$ cat src/rtl/hash_pkg.sv
// Shared definitions for the hash datapath: word geometry, the writeback
// state encoding and the per-word bit-reversal helper.
package hash_pkg;

  localparam int WORD_WIDTH = 32;
  localparam int HASH_BITS  = 256;
  localparam int NUM_WORDS  = HASH_BITS / WORD_WIDTH;
  localparam int WSEL_W     = $clog2(NUM_WORDS);

  typedef enum logic [1:0] {
    IDLE  = 2'd0,
    WRITE = 2'd1,
    DONE  = 2'd2
  } state_t;

  // The assembly stage stores each digest word bit-reversed; this undoes it.
  function automatic logic [WORD_WIDTH-1:0] bit_reverse32(input logic [WORD_WIDTH-1:0] w);
    logic [WORD_WIDTH-1:0] r;
    r = '0;
    for (int b = 0; b < WORD_WIDTH; b++) begin
      r[b] = w[WORD_WIDTH-1-b];
    end
    return r;
  endfunction

endpackage

$ cat src/rtl/hash_word_mux.sv
// Selects one 32-bit word out of a 256-bit digest and restores its bit order.
// Purely combinational; the caller registers the result.
module hash_word_mux
  import hash_pkg::*;
(
  input  logic [HASH_BITS-1:0]  vector,
  input  logic [WSEL_W-1:0]     index,
  output logic [WORD_WIDTH-1:0] word
);

  logic [WORD_WIDTH-1:0] words [NUM_WORDS];

  // Slice the flat digest into addressable words.
  generate
    for (genvar gi = 0; gi < NUM_WORDS; gi++) begin : g_slice
      assign words[gi] = vector[gi*WORD_WIDTH +: WORD_WIDTH];
    end
  endgenerate

  // Pick the requested word and flip it back to natural bit order.
  always_comb begin
    word = bit_reverse32(words[index]);
  end

endmodule

$ cat src/rtl/hash_writeback.sv
// Writes a captured 256-bit digest to the output SRAM, one 32-bit word per
// accepted cycle, then pulses done for one cycle.
// Optional build macro HASH_WB_CHECKSUM_EN adds wb_checksum, the XOR of all
// accepted write words of the current message.
module hash_writeback
  import hash_pkg::*;
#(
  parameter int HASH_LENGTH = 8,
  parameter int ADDR_WIDTH  = 16
) (
  input  logic                  clock,
  input  logic                  reset,
  input  logic                  hash_vector_complete,
  input  logic [HASH_BITS-1:0]  hash_vector,
  input  logic [ADDR_WIDTH-1:0] base_address,
  input  logic                  out_stall,
  output logic [ADDR_WIDTH-1:0] out_address,
  output logic                  out_write_en,
  output logic [WORD_WIDTH-1:0] out_write_data,
  output logic                  busy,
  output logic                  done
`ifdef HASH_WB_CHECKSUM_EN
  ,
  output logic [WORD_WIDTH-1:0] wb_checksum
`endif
);

  localparam logic [WSEL_W-1:0] LAST_IDX = WSEL_W'(HASH_LENGTH - 1);

  state_t                  state_reg;
  state_t                  state_next;
  logic                    complete_prev_reg;
  logic [HASH_BITS-1:0]    cap_reg;
  logic [ADDR_WIDTH-1:0]   base_reg;
  logic [WSEL_W-1:0]       counter_reg;
  logic [ADDR_WIDTH-1:0]   address_reg;
  logic                    write_en_reg;
  logic [WORD_WIDTH-1:0]   write_data_reg;
  logic                    busy_reg;
  logic                    done_reg;

  logic                    start_edge;
  logic                    accept;
  logic                    last_word;
  logic [HASH_BITS-1:0]    mux_vector;
  logic [WSEL_W-1:0]       mux_index;
  logic [WORD_WIDTH-1:0]   mux_word;

  assign start_edge = hash_vector_complete && !complete_prev_reg;
  assign accept     = write_en_reg && !out_stall;
  assign last_word  = (counter_reg == LAST_IDX);

  // Next-state logic: a start edge only counts in IDLE; DONE lasts one cycle.
  always_comb begin
    state_next = state_reg;
    case (state_reg)
      IDLE:    if (start_edge) state_next = WRITE;
      WRITE:   if (accept && last_word) state_next = DONE;
      DONE:    state_next = IDLE;
      default: state_next = IDLE;
    endcase
  end

  // In IDLE the first word comes straight from the input so it can be
  // presented the cycle after the start edge; afterwards the capture feeds
  // the word following the one currently on the bus.
  always_comb begin
    mux_vector = cap_reg;
    mux_index  = counter_reg + 1'b1;
    if (state_reg == IDLE) begin
      mux_vector = hash_vector;
      mux_index  = '0;
    end
  end

  hash_word_mux u_word_mux (
    .vector (mux_vector),
    .index  (mux_index),
    .word   (mux_word)
  );

  // State register.
  always_ff @(posedge clock) begin
    if (reset) begin
      state_reg <= IDLE;
    end else begin
      state_reg <= state_next;
    end
  end

  // Capture, word counter and registered SRAM interface; a stall freezes the bus.
  always_ff @(posedge clock) begin
    if (reset) begin
      complete_prev_reg <= 1'b0;
      cap_reg           <= '0;
      base_reg          <= '0;
      counter_reg       <= '0;
      address_reg       <= '0;
      write_en_reg      <= 1'b0;
      write_data_reg    <= '0;
      busy_reg          <= 1'b0;
      done_reg          <= 1'b0;
    end else begin
      complete_prev_reg <= hash_vector_complete;
      done_reg          <= 1'b0;
      case (state_reg)
        IDLE: begin
          if (start_edge) begin
            cap_reg        <= hash_vector;
            base_reg       <= base_address;
            counter_reg    <= '0;
            busy_reg       <= 1'b1;
            write_en_reg   <= 1'b1;
            address_reg    <= base_address;
            write_data_reg <= mux_word;
          end
        end
        WRITE: begin
          if (accept) begin
            if (last_word) begin
              write_en_reg <= 1'b0;
              busy_reg     <= 1'b0;
              done_reg     <= 1'b1;
            end else begin
              counter_reg    <= mux_index;
              address_reg    <= base_reg + ADDR_WIDTH'(mux_index);
              write_data_reg <= mux_word;
            end
          end
        end
        default: ;
      endcase
    end
  end

  assign out_address    = address_reg;
  assign out_write_en   = write_en_reg;
  assign out_write_data = write_data_reg;
  assign busy           = busy_reg;
  assign done           = done_reg;

`ifdef HASH_WB_CHECKSUM_EN
  logic [WORD_WIDTH-1:0] checksum_reg;

  // Running XOR of accepted words; restarts with each new message.
  always_ff @(posedge clock) begin
    if (reset) begin
      checksum_reg <= '0;
    end else if (state_reg == IDLE && start_edge) begin
      checksum_reg <= '0;
    end else if (state_reg == WRITE && accept) begin
      checksum_reg <= checksum_reg ^ write_data_reg;
    end
  end

  assign wb_checksum = checksum_reg;
`endif

endmodule
$ cat config.mk
export PLATFORM = sky130hd
export DESIGN_NAME = hash_writeback
export DESIGN_NICKNAME = d
export VERILOG_FILES = /design/src/rtl/hash_pkg.sv /design/src/rtl/hash_word_mux.sv /design/src/rtl/hash_writeback.sv
export SDC_FILE = /design/constraint.sdc
export NUM_CORES = 1
export LEC_CHECK = 0
export CORE_MARGIN = 2
export CORE_UTILIZATION = 41
export DETAILED_ROUTE_END_ITERATION = 12
export PLACE_DENSITY_LB_ADDON = 0.2
export SLEW_MARGIN = 20
export SYNTH_ARGS = -nofsm -noshare
export SYNTH_HDL_FRONTEND = slang
export SYNTH_SLANG_ARGS = --single-unit
$ cat constraint.sdc
create_clock -name clock -period 3.7 [get_ports clock]
set_input_delay 0.555 -clock clock [delete_from_list [all_inputs] [get_ports clock]]
set_output_delay 0.555 -clock clock [all_outputs]
set_load 0.05 [all_outputs]
### Yosys cells after proc, flatten, opt, wreduce, memory -nomap -nowiden

Cells that the tools add are included.
Widths: inputs -> output; s select.

* word-level logic and storage cells: 59
* bits of input ports: 276
* bits in registers: 328

* magnitude comparators: 1
* multiplexer cells: 25
* reduce and logical (&&, ||, !) cells: 12
* equality and inequality tests: 7
* add/sub/neg operators: 2
* bitwise gates (word level): 3

Operator list (number)
* $mux 256: 1
* $mux 32: 5
* $bmux 32 s3: 1
* $pmux 32 s2: 1
* $mux 16: 3
* $pmux 16 s2: 1
* $add 16x3->16: 1
* $mux 3: 4
* $ne 2x2->1 const B: 5
* $reduce_and 4->1: 2
* $pmux 3 s2: 1
* $ge 4x4->1 const B: 1
* $mux 1: 4
* $mux 2: 2
* $not 3->4: 1
* $pmux 2 s2: 1
* $reduce_and 2->1: 2
* $add 3x1->3 const B: 1
* $eq 3x3->1 const B: 1
* $logic_and 1x1->1: 3
* $reduce_or 3->1: 1
* $eq 2x1->1 const B: 1
* $logic_not 1->1: 2
* $logic_not 2->1: 1
* 3 further kinds: 4

### Logic depth before layout (Yosys ltp)

* depth after elaboration: 9
* depth in mapped cells: 12
* mapped depth without buffers: 9

### Cells and area by module

Synthesis repeated with hierarchy kept, for this count alone.

* cell total of the unflattened synthesis: 1897
* area total of the unflattened synthesis: 16848.7 um2

Modules (own cells, without submodules)
* hash_writeback: cells each 1783, area each 14775.4 um2, instances 1
* hash_word_mux: cells each 114, area each 2073.2 um2, instances 1

### Least setup slack after synthesis

No wires, ideal clock.

* kind: register -> register
* start: register counter_reg[0]
* end: register address_reg[8] (netlist: out_address[8])
* stages on the path, launching flop included: 13
* path slack: 1.081 ns
* setup time: 0.132 ns
* clock period less this slack: 2.619 ns
* buffers on the path: 3
* data arrival time: 2.486 ns
* cell sequence: dfxtp_1 ha_1 buf_6 buf_12 nor2b_1 buf_2 clkinv_1 fa_1 nand2b_1 a211o_1 xnor2_1 o21ai_0 a21oi_1

* longest elaborated chain between the ends: 6
* elaborated cells on any way between the ends: 9

Ends and longest elaborated chain
* start: declaration: RTL line hash_writeback.sv:35 `logic [WSEL_W-1:0] counter_reg;`
* start signal: assignment: RTL line hash_writeback.sv:125 `counter_reg <= mux_index;`
* $add 3x1->3: RTL line hash_writeback.sv:69 `mux_index = counter_reg + 1'b1;`
* $mux 3: RTL line hash_writeback.sv:70 `if (state_reg == IDLE) begin`
* $add 16x3->16: RTL line hash_writeback.sv:126 `address_reg <= base_reg + ADDR_WIDTH'(mux_index);`
* $mux 16: RTL line hash_writeback.sv:120 `if (last_word) begin`
* $mux 16: RTL line hash_writeback.sv:119 `if (accept) begin`
* $pmux 16 s2: RTL line hash_writeback.sv:106 `case (state_reg)`
* end signal: assignment: RTL line hash_writeback.sv:114 `address_reg <= base_address;`
* end signal: assignment: RTL line hash_writeback.sv:126
* end: declaration: RTL line hash_writeback.sv:36 `logic [ADDR_WIDTH-1:0] address_reg;`

Parallel ways exist; a longest one is shown, timed or not. The select of a mux whose other input is x is not followed.
A chain may end at the register's enable or synchronous reset.

### Final worst setup path

* start: register counter_reg[1]
* end: register address_reg[8] (netlist: out_address[8])

The elaborated chain is that of the path after synthesis.

==> out/qor.yml <==
r2r_end: "out_address[8]"
die_area_sq_um: 35000
grt_pass1_vias: 12300
finalWirelength_mm: 44.0
area_delta_synth_final_pct: 34.2
pre_cts_ws_ps: 932
postSynthAreaPerCell_sq_um: 8.39
globalRouteTotalUtil_pct: 24.8
largest_register_ffs: 256
fin_worst_skew_ps: 12.6
library_cell_contributing_the_largest_single_delay_on_the_critical_path: "sky130_fd_sc_hd__fa_1"
route.detailed.drc: 0
antenna_found_initial: 7
top_layer: "met5"
critical_path.startpoint_type: "flip-flop"
synth_cell_types: 45
grt_start_max_net_pins: 171
power.density_cell_area_nw_per_um2: 495
cp_cell_sequence: "ha_4 > nor2b_1 > buf_4 > clkinv_1 > fa_1 > nand2b_1 > a211o_1 > xnor2_1 > o21ai_0 > a21oi_1"
final_period_minus_worst_setup_slack_ps: 2680
numCtsBuffers: 37
horizontal_die_dimension_microns: 187
worst_pin_slew_ps: 1100
synth-seq-cells: 328
final_net_count: 2161
timing.rr.start: "counter_reg[1]"
maxSlewViolCount: 0
cts.repair_timing.setup_buffer_count: 0
synth_fp_nets: 1918
dr_total_vias: 12500
finish.instance_area_sq_um: 18400
placed_cells_incl_taps: 2288
drt_iter0_drc: 1036
met2_wirelength_mm: 18.4
worst-r2r-cell-count: 10
hp-start: "reset"
cts_root_buf: "sky130_fd_sc_hd__clkbuf_16"
overflow: 0
setup_ws_ps: 1020
worst-r2r-setup-slack_ps: 1020
start_util_pct: 41.3
share_of_cells_above_drive_strength_1_pct: 7.57
wl_met1_mm: 20.7
detailroute.wirelength.met3_mm: 3.43
whs_endpoint: "base_reg[11]"
reported_leakage_power_nw: 6.53
setup_total_neg_slack_ps: 0
worst-path-max-fanout: 9
die_h_microns: 187
status: "completed"
clkTransAtPathRegs_ps: 60
endpoint_kind: "flip-flop"
clock-sinks: 328
netlist_area_sq_um: 13700
placed_cell_area_sq_um: 17100
ctsHoldBuffers: 0
floorplan.core_area_sq_um: 33300
final.hold.worst_slack_ps: 368
synth_sequential_area_ratio_pct: 47.8
finalWeightedCongestion: 0.893
h-tree-depth: 2
cts_resized: 0
cap_violations: 0
drtPass1Iterations: 5
final_antenna_net_count: 0
clock_insertion_delay_at_the_later_pin_of_the_skew_report_ps: 520
path_type_of_the_worst_setup_path: "flip-flop to flip-flop"
holdPathStages: 2
grt_setup_unrepaired: "false"
avgRoutedWirePerCell_microns: 18.7
cts_max_path_buffers: 3
yosysWarnings: 0
critPathRequiredTime_ps: 4060
viasPerCell: 5.31
final-hold-violation-count: 0
setup-violations-final: 0
timing.final.crit_share_pct: 72.4
floorplan.io_pins: 327
tritoncts_clock_tree: "built"
detailed_place_hpwl_mm: 29.8
grt_first_pass_wirelength_mm: 69.2
vdd.ir_drop.worst_v: 0.000343
hp-class: "primary input to flip-flop"
max_stage_delay_ps: 480
finalCoreUtilization_pct: 55.4
achievable_frequency_ghz: 0.373
post-layout-total-power_mw: 9.11
synthCells: 1636
worstPathArrival_ps: 3040
final_cell_count_no_fill: 2357
worst_slew_margin_rel_pct: 26.4
io_buf_count: 326
std_cell_rows: 67
-- critical path, delay by kind of cell, from the launching register on --
| kind | cells | cell delay (ps) |
|---|---|---|
| AO/OA/AOI/OAI | 3 | 540 |
| XOR/XNOR | 1 | 120 |
| adder cells (fa/ha/maj) | 2 | 770 |
| buffers and inverters | 2 | 420 |
| flip-flops | 1 | 340 |
| AND/OR/NAND/NOR | 2 | 330 |
-- layer usage --
metal,global-route usage (%),vias to the layer above
li1,-,6059
met1,35.8,5928
met2,36.1,448
met3,5.87,75
met4,8.79,6
met5,0,-
-- cells in the final DEF (no fill, tap or decap), types with 8 or more instances in the layout --
cell type | netlist | routed
sky130_fd_sc_hd__nor2_1 | 19 | 17
sky130_fd_sc_hd__clkbuf_16 | 0 | 39
sky130_fd_sc_hd__mux4_2 | 57 | 57
sky130_fd_sc_hd__nand2_1 | 596 | 596
sky130_fd_sc_hd__dfxtp_1 | 328 | 327
sky130_fd_sc_hd__a21oi_1 | 313 | 313
sky130_fd_sc_hd__nand3_1 | 14 | 14
sky130_fd_sc_hd__buf_4 | 14 | 11
sky130_fd_sc_hd__o21ai_0 | 39 | 39
sky130_fd_sc_hd__clkdlybuf4s50_1 | 0 | 325
sky130_fd_sc_hd__a31oi_1 | 10 | 10
sky130_fd_sc_hd__clkbuf_8 | 0 | 8
sky130_fd_sc_hd__a221oi_1 | 25 | 25
sky130_fd_sc_hd__xor2_1 | 9 | 9
-- power breakdown --
part | leakage, nW | switching, mW | internal (mW)
combinational | 3.21 | 0.804 | 0.620
clock | 0.627 | 1.45 | 2.36
sequential | 2.69 | 0.129 | 3.76
total | 6.53 | 2.38 | 6.74
-- cell usage after synthesis (all sizes together) --
cell | n | area share, %
a211o | 3 | 0.19
nor3 | 5 | 0.18
a311oi | 1 | 0.064
mux4 | 57 | 9.3
a221oi | 25 | 1.6
nand2b | 2 | 0.091
xor2 | 9 | 0.57
nand2 | 596 | 16
o221ai | 1 | 0.064
clkinv | 1 | 0.027
nand4 | 2 | 0.091
and3 | 4 | 0.18
nor4b | 1 | 0.11
o22ai | 6 | 0.27
a31oi | 10 | 0.46
buf | 78 | 3.2
xnor2 | 3 | 0.19
a221o | 7 | 0.51
nand3 | 14 | 0.51
nand3b | 1 | 0.055
fa | 1 | 0.15
o21ba | 2 | 0.15
and4 | 3 | 0.19
mux2 | 1 | 0.082
o21bai | 1 | 0.082
a21oi | 313 | 11
nor3b | 1 | 0.091
mux2i | 7 | 0.51
nor2b | 6 | 0.27
and4bb | 1 | 0.091
clkbuf | 61 | 1.7
o21ai | 39 | 1.4
a211oi | 2 | 0.11
ha | 5 | 0.46
o211ai | 1 | 0.055
inv | 6 | 0.16
o2111ai | 1 | 0.064
nor2 | 19 | 0.52
a22oi | 7 | 0.38
dfxtp | 328 | 48
a21boi | 5 | 0.27
-- final cells by class --
class / count / area, sq um
clock inverter: 10 / 160
clock buffer: 52 / 1100
timing repair buffer: 343 / 3470
multi-input combinational: 1162 / 6520
sequential: 328 / 6570
inverter: 7 / 26.3
fill: 3076 / 14900
tap: 448 / 561
antenna: 7 / 17.5
-- cell families after synthesis --
| logic type | share of synthesized area [%] |
|---|---|
| compound gates | 17.1 |
| xor+xnor | 0.766 |
| fa+ha+maj | 0.601 |
| buf+inv | 5.09 |
| flops | 47.8 |
| mux | 9.94 |
| simple gates | 18.7 |
-- worst max-delay path by stage --
stage,start,end,cells past startpoint
floorplan,counter_reg[0],out_address[8],12
CTS,counter_reg[0],out_write_data[11],6
global placement,hash_vector_complete,counter_reg[1],7
detailed placement,hash_vector_complete,out_address[15],5
finish,counter_reg[1],out_address[8],10
global route,counter_reg[0],out_address[10],10
Power figures use the tool's default switching activity.
